File: config.mk
export PLATFORM = sky130hd
export DESIGN_NAME = fetch_decode_regs
export DESIGN_NICKNAME = d
export VERILOG_FILES = /design/src/rtl/riscv_defs_pkg.sv /design/src/rtl/fetch_decode_regs_imm_gen.sv /design/src/rtl/fetch_decode_regs.sv
export SDC_FILE = /design/constraint.sdc
export NUM_CORES = 1
export LEC_CHECK = 0
export ABC_AREA = 1
export BUFFER_PORTS_ARGS = -buffer_cell sky130_fd_sc_hd__buf_2
export CAP_MARGIN = 15
export CORE_ASPECT_RATIO = 1.25
export CORE_UTILIZATION = 44
export DETAILED_ROUTE_END_ITERATION = 6
export GPL_TIMING_DRIVEN = 0
export PLACE_DENSITY_LB_ADDON = 0.12
export SLEW_MARGIN = 20
export SYNTH_ARGS = -nofsm -noshare
export SYNTH_HDL_FRONTEND = slang
export SYNTH_SLANG_ARGS = --single-unit
File: constraint.sdc
create_clock -name clk -period 1.6 [get_ports clk]
set_input_delay 0.08 -clock clk [delete_from_list [all_inputs] [get_ports clk]]
set_output_delay 0.08 -clock clk [all_outputs]
set_load 0.1 [all_outputs]
File: src/rtl/riscv_defs_pkg.sv
// ---------------------------------------------------------------------------
// riscv_defs : RV32I encoding constants shared by fetch_decode_regs and
// Control_Unit.
//   - Major opcode constants (LW, SW, RTYPE, ITYPE, JAL, BRANCH, JALR,
//     AUIPC, LUI)
//   - Branch funct3 codes
//   - NOP_INSTR (addi x0,x0,0), the IR value after reset
//   - rv_instr_t: packed view of the base instruction fields
//   - imm_fmt_e / imm_fmt(): opcode -> immediate format classification
// ---------------------------------------------------------------------------
package riscv_defs;

  localparam logic [6:0] OPC_LW     = 7'b000_0011;
  localparam logic [6:0] OPC_SW     = 7'b010_0011;
  localparam logic [6:0] OPC_RTYPE  = 7'b011_0011;
  localparam logic [6:0] OPC_ITYPE  = 7'b001_0011;
  localparam logic [6:0] OPC_JAL    = 7'b110_1111;
  localparam logic [6:0] OPC_BRANCH = 7'b110_0011;
  localparam logic [6:0] OPC_JALR   = 7'b110_0111;
  localparam logic [6:0] OPC_AUIPC  = 7'b001_0111;
  localparam logic [6:0] OPC_LUI    = 7'b011_0111;

  localparam logic [2:0] F3_BEQ  = 3'b000;
  localparam logic [2:0] F3_BNE  = 3'b001;
  localparam logic [2:0] F3_BLT  = 3'b100;
  localparam logic [2:0] F3_BGE  = 3'b101;
  localparam logic [2:0] F3_BLTU = 3'b110;
  localparam logic [2:0] F3_BGEU = 3'b111;

  localparam logic [31:0] NOP_INSTR = 32'h0000_0013;

  // Field order matches the bit positions of the base encoding, so a
  // 32-bit word can be cast straight onto it.
  typedef struct packed {
    logic [6:0] funct7;   // [31:25]
    logic [4:0] rs2;      // [24:20]
    logic [4:0] rs1;      // [19:15]
    logic [2:0] funct3;   // [14:12]
    logic [4:0] rd;       // [11:7]
    logic [6:0] opcode;   // [6:0]
  } rv_instr_t;

  typedef enum logic [2:0] {
    IMM_NONE,
    IMM_I,
    IMM_S,
    IMM_B,
    IMM_U,
    IMM_J
  } imm_fmt_e;

  function automatic imm_fmt_e imm_fmt(input logic [6:0] opc);
    imm_fmt_e f;
    case (opc)
      OPC_LW, OPC_ITYPE, OPC_JALR: f = IMM_I;
      OPC_SW:                      f = IMM_S;
      OPC_BRANCH:                  f = IMM_B;
      OPC_LUI, OPC_AUIPC:          f = IMM_U;
      OPC_JAL:                     f = IMM_J;
      default:                     f = IMM_NONE;
    endcase
    return f;
  endfunction

endpackage

File: src/rtl/fetch_decode_regs_imm_gen.sv
// ---------------------------------------------------------------------------
// imm_gen : purely combinational immediate decoder.
//   instr_i  in  32  instruction word (IR)
//   imm_o    out 32  sign-extended immediate; 0 for opcodes without one
// Bit 31 of the instruction is always the sign source. B and J immediates
// have bit 0 forced to 0, U immediates have the low 12 bits zero.
// ---------------------------------------------------------------------------
module imm_gen
  import riscv_defs::*;
(
  input  logic [31:0] instr_i,
  output logic [31:0] imm_o
);

  imm_fmt_e fmt;

  assign fmt = imm_fmt(instr_i[6:0]);

  always_comb begin
    imm_o = '0;
    case (fmt)
      IMM_I: imm_o = {{20{instr_i[31]}}, instr_i[31:20]};
      IMM_S: imm_o = {{20{instr_i[31]}}, instr_i[31:25], instr_i[11:7]};
      IMM_B: imm_o = {{19{instr_i[31]}}, instr_i[31], instr_i[7],
                      instr_i[30:25], instr_i[11:8], 1'b0};
      IMM_U: imm_o = {instr_i[31:12], 12'h000};
      IMM_J: imm_o = {{11{instr_i[31]}}, instr_i[31], instr_i[19:12],
                      instr_i[20], instr_i[30:21], 1'b0};
      default: imm_o = '0;
    endcase
  end

endmodule

File: src/rtl/fetch_decode_regs.sv
// ---------------------------------------------------------------------------
// fetch_decode_regs : architectural PC / IR stage of the multi-cycle RV32I
// core. Driven by Control_Unit strobes; holds PC, OldPC, IR, MDR and the
// retired-instruction counter, and presents decoded IR fields.
//
// Ports
//   clk, rst_n            clock / async active-low reset
//   pc_write_i            unconditional PC load
//   pc_write_cond_i       PC load if the branch in IR is taken
//   pc_source_i           0: next PC = alu_result_i, 1: next PC = alu_out_i
//   ir_write_i            IR <= mem_rdata_i, old_pc <= pc, instret++
//   alu_result_i          combinational ALU result
//   alu_out_i             registered ALUOut
//   alu_zero_i            ALU zero flag (branch compare result)
//   mem_rdata_i           memory read data
//   pc_o / old_pc_o       current PC / PC of the instruction held in IR
//   instruction_o         IR contents
//   opcode_o, rd_o, rs1_o, rs2_o, funct3_o, funct7_o   IR fields
//   immediate_o           sign-extended immediate of IR
//   mdr_o                 memory data register (mem_rdata one cycle late)
//   instret_o             64-bit count of ir_write strobes (wraps)
//   pc_misaligned_o       registered pulse: last PC load had next_pc[1]=1
// ---------------------------------------------------------------------------
module fetch_decode_regs #(
  parameter logic [31:0] RESET_VECTOR = 32'h0000_0000,
  parameter logic [31:0] NOP_INSTR    = riscv_defs::NOP_INSTR
) (
  input  logic        clk,
  input  logic        rst_n,
  input  logic        pc_write_i,
  input  logic        pc_write_cond_i,
  input  logic        pc_source_i,
  input  logic        ir_write_i,
  input  logic [31:0] alu_result_i,
  input  logic [31:0] alu_out_i,
  input  logic        alu_zero_i,
  input  logic [31:0] mem_rdata_i,
  output logic [31:0] pc_o,
  output logic [31:0] old_pc_o,
  output logic [31:0] instruction_o,
  output logic [6:0]  opcode_o,
  output logic [4:0]  rd_o,
  output logic [4:0]  rs1_o,
  output logic [4:0]  rs2_o,
  output logic [2:0]  funct3_o,
  output logic [6:0]  funct7_o,
  output logic [31:0] immediate_o,
  output logic [31:0] mdr_o,
  output logic [63:0] instret_o,
  output logic        pc_misaligned_o
);
  import riscv_defs::*;

  // -------------------------------------------------------------------------
  // State
  // -------------------------------------------------------------------------
  logic [31:0] pc_q, pc_d;
  logic [31:0] old_pc_q, old_pc_d;
  rv_instr_t   ir_q, ir_d;
  logic [31:0] mdr_q;
  logic [63:0] instret_q, instret_d;
  logic        pc_mis_q, pc_mis_d;

  logic [31:0] next_pc;
  logic        taken;
  logic        pc_en;

  // -------------------------------------------------------------------------
  // Branch resolution. The ALU runs a subtract/compare in branch mode, so
  // the zero flag means "equal" for BEQ and "condition false" for the
  // set-less-than based compares; each pair is the other's inverse.
  // -------------------------------------------------------------------------
  always_comb begin
    taken = 1'b0;
    case (ir_q.funct3)
      F3_BEQ, F3_BGE, F3_BGEU: taken = alu_zero_i;
      F3_BNE, F3_BLT, F3_BLTU: taken = ~alu_zero_i;
      default:                 taken = 1'b0;
    endcase
  end

  assign next_pc = pc_source_i ? alu_out_i : alu_result_i;
  assign pc_en   = pc_write_i | (pc_write_cond_i & taken);

  // -------------------------------------------------------------------------
  // Next-state
  // -------------------------------------------------------------------------
  always_comb begin
    pc_d      = pc_q;
    old_pc_d  = old_pc_q;
    ir_d      = ir_q;
    instret_d = instret_q;
    // Bit 0 is dropped silently (JALR target rule); bit 1 is dropped too
    // but reported through the misaligned pulse.
    pc_mis_d  = pc_en & next_pc[1];
    if (pc_en) begin
      pc_d = {next_pc[31:2], 2'b00};
    end
    if (ir_write_i) begin
      ir_d      = rv_instr_t'(mem_rdata_i);
      old_pc_d  = pc_q;                 // pre-update PC, also during FETCH
      instret_d = instret_q + 64'd1;    // wraps at 2^64
    end
  end

  always_ff @(posedge clk or negedge rst_n) begin
    if (!rst_n) begin
      pc_q      <= RESET_VECTOR;
      old_pc_q  <= RESET_VECTOR;
      ir_q      <= rv_instr_t'(NOP_INSTR);
      mdr_q     <= '0;
      instret_q <= '0;
      pc_mis_q  <= 1'b0;
    end else begin
      pc_q      <= pc_d;
      old_pc_q  <= old_pc_d;
      ir_q      <= ir_d;
      mdr_q     <= mem_rdata_i;
      instret_q <= instret_d;
      pc_mis_q  <= pc_mis_d;
    end
  end

  // -------------------------------------------------------------------------
  // Decode (combinational from IR)
  // -------------------------------------------------------------------------
  imm_gen u_imm_gen (
    .instr_i (ir_q),
    .imm_o   (immediate_o)
  );

  assign pc_o            = pc_q;
  assign old_pc_o        = old_pc_q;
  assign instruction_o   = ir_q;
  assign opcode_o        = ir_q.opcode;
  assign rd_o            = ir_q.rd;
  assign rs1_o           = ir_q.rs1;
  assign rs2_o           = ir_q.rs2;
  assign funct3_o        = ir_q.funct3;
  assign funct7_o        = ir_q.funct7;
  assign mdr_o           = mdr_q;
  assign instret_o       = instret_q;
  assign pc_misaligned_o = pc_mis_q;

endmodule
==> qor.txt <==
Power share of the sequential group: 33.9%
WL/cell: 17.5 um
CTS H-tree lvls: 4
Vias: 9622
CTS tree: built
R2R Setup Slk: -0.10 ns
Critical path peak fanout: 10
Synth area leaders: dfrtp_1, nand2_1, nor2_1
Yosys top cell by area: dfrtp_1
Antenna viol nets, final: 0
Die width: 131 um
Core Area: 20200 um^2
Outcome: finished with violations
HP Start: alu_result_i[30]
Total power: 16.9 mW
Register area share after synthesis: 51.7%
Slew Viols, Final: 0
Worst hold path depth: 3
Final RePlAce weighted congestion: 0.925
Initial Util: 45.2%
R2r endpoint: instret_o[32]
Root Driver: clkbuf_16
N_diodes: 0
Worst path arrival time: 2.32 ns
# rows: 58
Port buffer count: 351
Most frequent cells in the layout: buf_2, nand2_1, dfrtp_1, buf_4, dlygate4sd3_1
Worst r2r src: instret_o[0]
F_max: 417 MHz
Fin area: 15200 um^2
Critical path class: reg -> out
Die area: 21400 um^2
Switching Fraction: 46.2%
Post-Place Worst Slack: -0.928 ns
Final Worst Setup Slack: -0.799 ns
Hold Path Class: in -> reg
P_sw: 7.80 mW
First-pass GRT wire length: 50000 um
Yosys cell types: 36
Top_reg_cell synth: dfrtp_1
# setup viols final: 48
Grt ovf: 0
Critical Path RT: 1.52 ns
# clock sinks: 189
Post-placement cell count: 1733
Slowest stage delay, CP: 0.43 ns
DRT iter0 DRCs: 542
Share of cells above drive strength 1: 46.8%
CP bufs+invs: 5
Clk_skew: 0.0147 ns
Clk pwr share: 26.6%
Largest net degree at the start of global routing: 72
Cells after synthesis: 1107
Layout area overhead: 66.0%
CP top delay family: buffers and inverters
Antenna violations before repair: 0
Nets: 1742
Hold WS: 0.0181 ns
DRC: 0
Pwr dens: 1110 nW/um^2
Mean post-synth cell area: 8.28 um^2
Max_slew headroom: 60.9%
Final min period: 2.40 ns
Post-DP HPWL: 22800 um
Worst VDD drop: 859 uV
Hold EP: pc_o[30]
Detailed Route WL: 33600 um
Setup crit end kind: output port
Vias in the first global route: 9552
Layout Cells excl Fill: 1921
Placed Area: 12100 um^2
Vias/cell: 5.01
Final core utilization: 75.1%
Clock Tree Buf Depth: 2
Period utilisation layout: 150%
Worst slew pin tran: 0.587 ns
FF+latch count, synth: 189
Worst path slowest cell: dfrtp_4
Sum Neg Setup Slack: -23.84 ns
LEAKAGE: 7.26 nW
Synthesized area: 9160 um^2
Worst skew pair latency: 0.43 ns
Post-synth EDFFs: 0
R2R depth: 9
Top-level I/O count: 360
Failing checks: negative setup slack
CP startpoint kind: flop
Max-Cap Viols: 0
RSZ-0062 raised after global routing: true
Worst path cell trace: clkinvlp_4, nor2_4, inv_2, nor2_4, nand2_2, inv_4, nand2_1, buf_6, o211ai_1, buf_6
Async set-reset flop share out of synthesis: 100%
Fill count: 1403
Int Pwr: 9.07 mW
Die Ht: 163 um
Yosys top cell area share: 50.8%
Commonest non-fill, non-tap cell in the layout: buf_2
Clock transition at path regs: 0.08 ns
Total track usage: 31.2%
Logic pwr share: 39.5%
Final Hold Viols: 0
YS warnings: 0
Total CTS buffers: 17
TritonRoute pass-1 iters: 7
## power groups by stage
stage / clock network, mW / registers [mW] / logic, mW
5_1_grt: 4.73 / 5.78 / 6.89
3_3_place_gp: 0 / 5.80 / 5.89
6_report: 4.49 / 5.72 / 6.66
3_5_place_dp: 0 / 5.81 / 5.93
2_1_floorplan: 0 / 8.88 / 1.66
4_1_cts: 4.57 / 5.69 / 6.38
## layer usage
layer	part of all wire (%)	vias up	track usage, %
li1	-	4514	-
met1	36	4592	34.2
met2	53	400	56.3
met3	5.4	116	6.09
met4	5.9	0	15.9
met5	0	-	0
## how the worst max path moves through the flow
| stage | cells after the start | from | endpoint |
|---|---|---|---|
| 2_1_floorplan | 5 | opcode_o[0] | immediate_o[21] |
| 6_report | 10 | opcode_o[5] | immediate_o[29] |
| 4_1_cts | 10 | opcode_o[0] | immediate_o[29] |
| 5_1_grt | 10 | opcode_o[5] | immediate_o[29] |
| 3_3_place_gp | 1 | rst_n | instret_o[1] |
| 3_5_place_dp | 10 | opcode_o[1] | immediate_o[29] |
## state kept, by name (all words and copies together) (netlist names)
signal	flops
rs1_o	5
pc_misaligned_o	1
old_pc_o	30
pc_o	30
instret_o	64
funct3_o	3
rd_o	5
rs2_o	5
mdr_o	32
funct7_o	7
opcode_o	7
## synthesized netlist by cell type, types with 3 or more instances
cell type and count:
a21oi_1 40, xnor2_1 20, nand2_2 8, o21ai_1 4
nor2_4 8, nor2_1 135, dfstp_2 3, inv_2 3
nand3_1 20, dfrtp_1 186, nor2_2 13, nand2_1 359
mux2i_1 31, buf_4 37, xor2_1 20, clkbuf_1 24
nand3b_1 6, nor3_1 8, buf_2 3, nand4_1 12
inv_1 86, o221ai_1 3, o21ai_0 51, o211ai_1 12
and3_1 3
## cell type report
class	count	area (um^2)	area share (%)
Sequential cell	189	4970	32.7
Multi-Input combinational cell	765	4680	30.8
Timing Repair Buffer	509	3760	24.7
Buffer	66	474	3.12
Clock buffer	17	425	2.80
Inverter	90	355	2.34
Tap cell	270	338	2.22
Clock inverter	15	200	1.32
## worst reg2reg max path, stage by stage (launching register included)
cell     delay, ns
dfrtp_4       0.45
ha_4          0.15
nand2_4       0.05
nor2_4        0.15
nand2_4       0.10
nor2_4        0.09
nand2_2       0.08
nor2_4        0.25
buf_6         0.14
xor2_1        0.14
## cell families (layout without fill, tap and decap cells)
| family | Yosys count | in the layout | synth area share, % |
|---|---|---|---|
| and+or+nand+nor | 577 | 577 | 26.3 |
| DFF | 189 | 189 | 51.7 |
| buffers and inverters | 156 | 697 | 8.03 |
| AOI/OAI and AO/OA | 112 | 112 | 6.60 |
| xor gates and xnor gates | 40 | 40 | 3.82 |
| muxes | 31 | 31 | 3.39 |
| adders and majority gates | 1 | 1 | 0.137 |
| other | 1 | 4 | 0.0409 |
## timing repair
action / 4_1_cts / 5_1_grt
endpoints found under the hold margin: 151 / 1
cloned: 1 / 0
resized for setup: 159 / 149
setup endpoints to repair: 90 / 105
pin swaps: 23 / 63
setup buffers: 31 / 33
hold buffers: 90 / 2
Note: power is estimated with default switching activity, not from simulation.
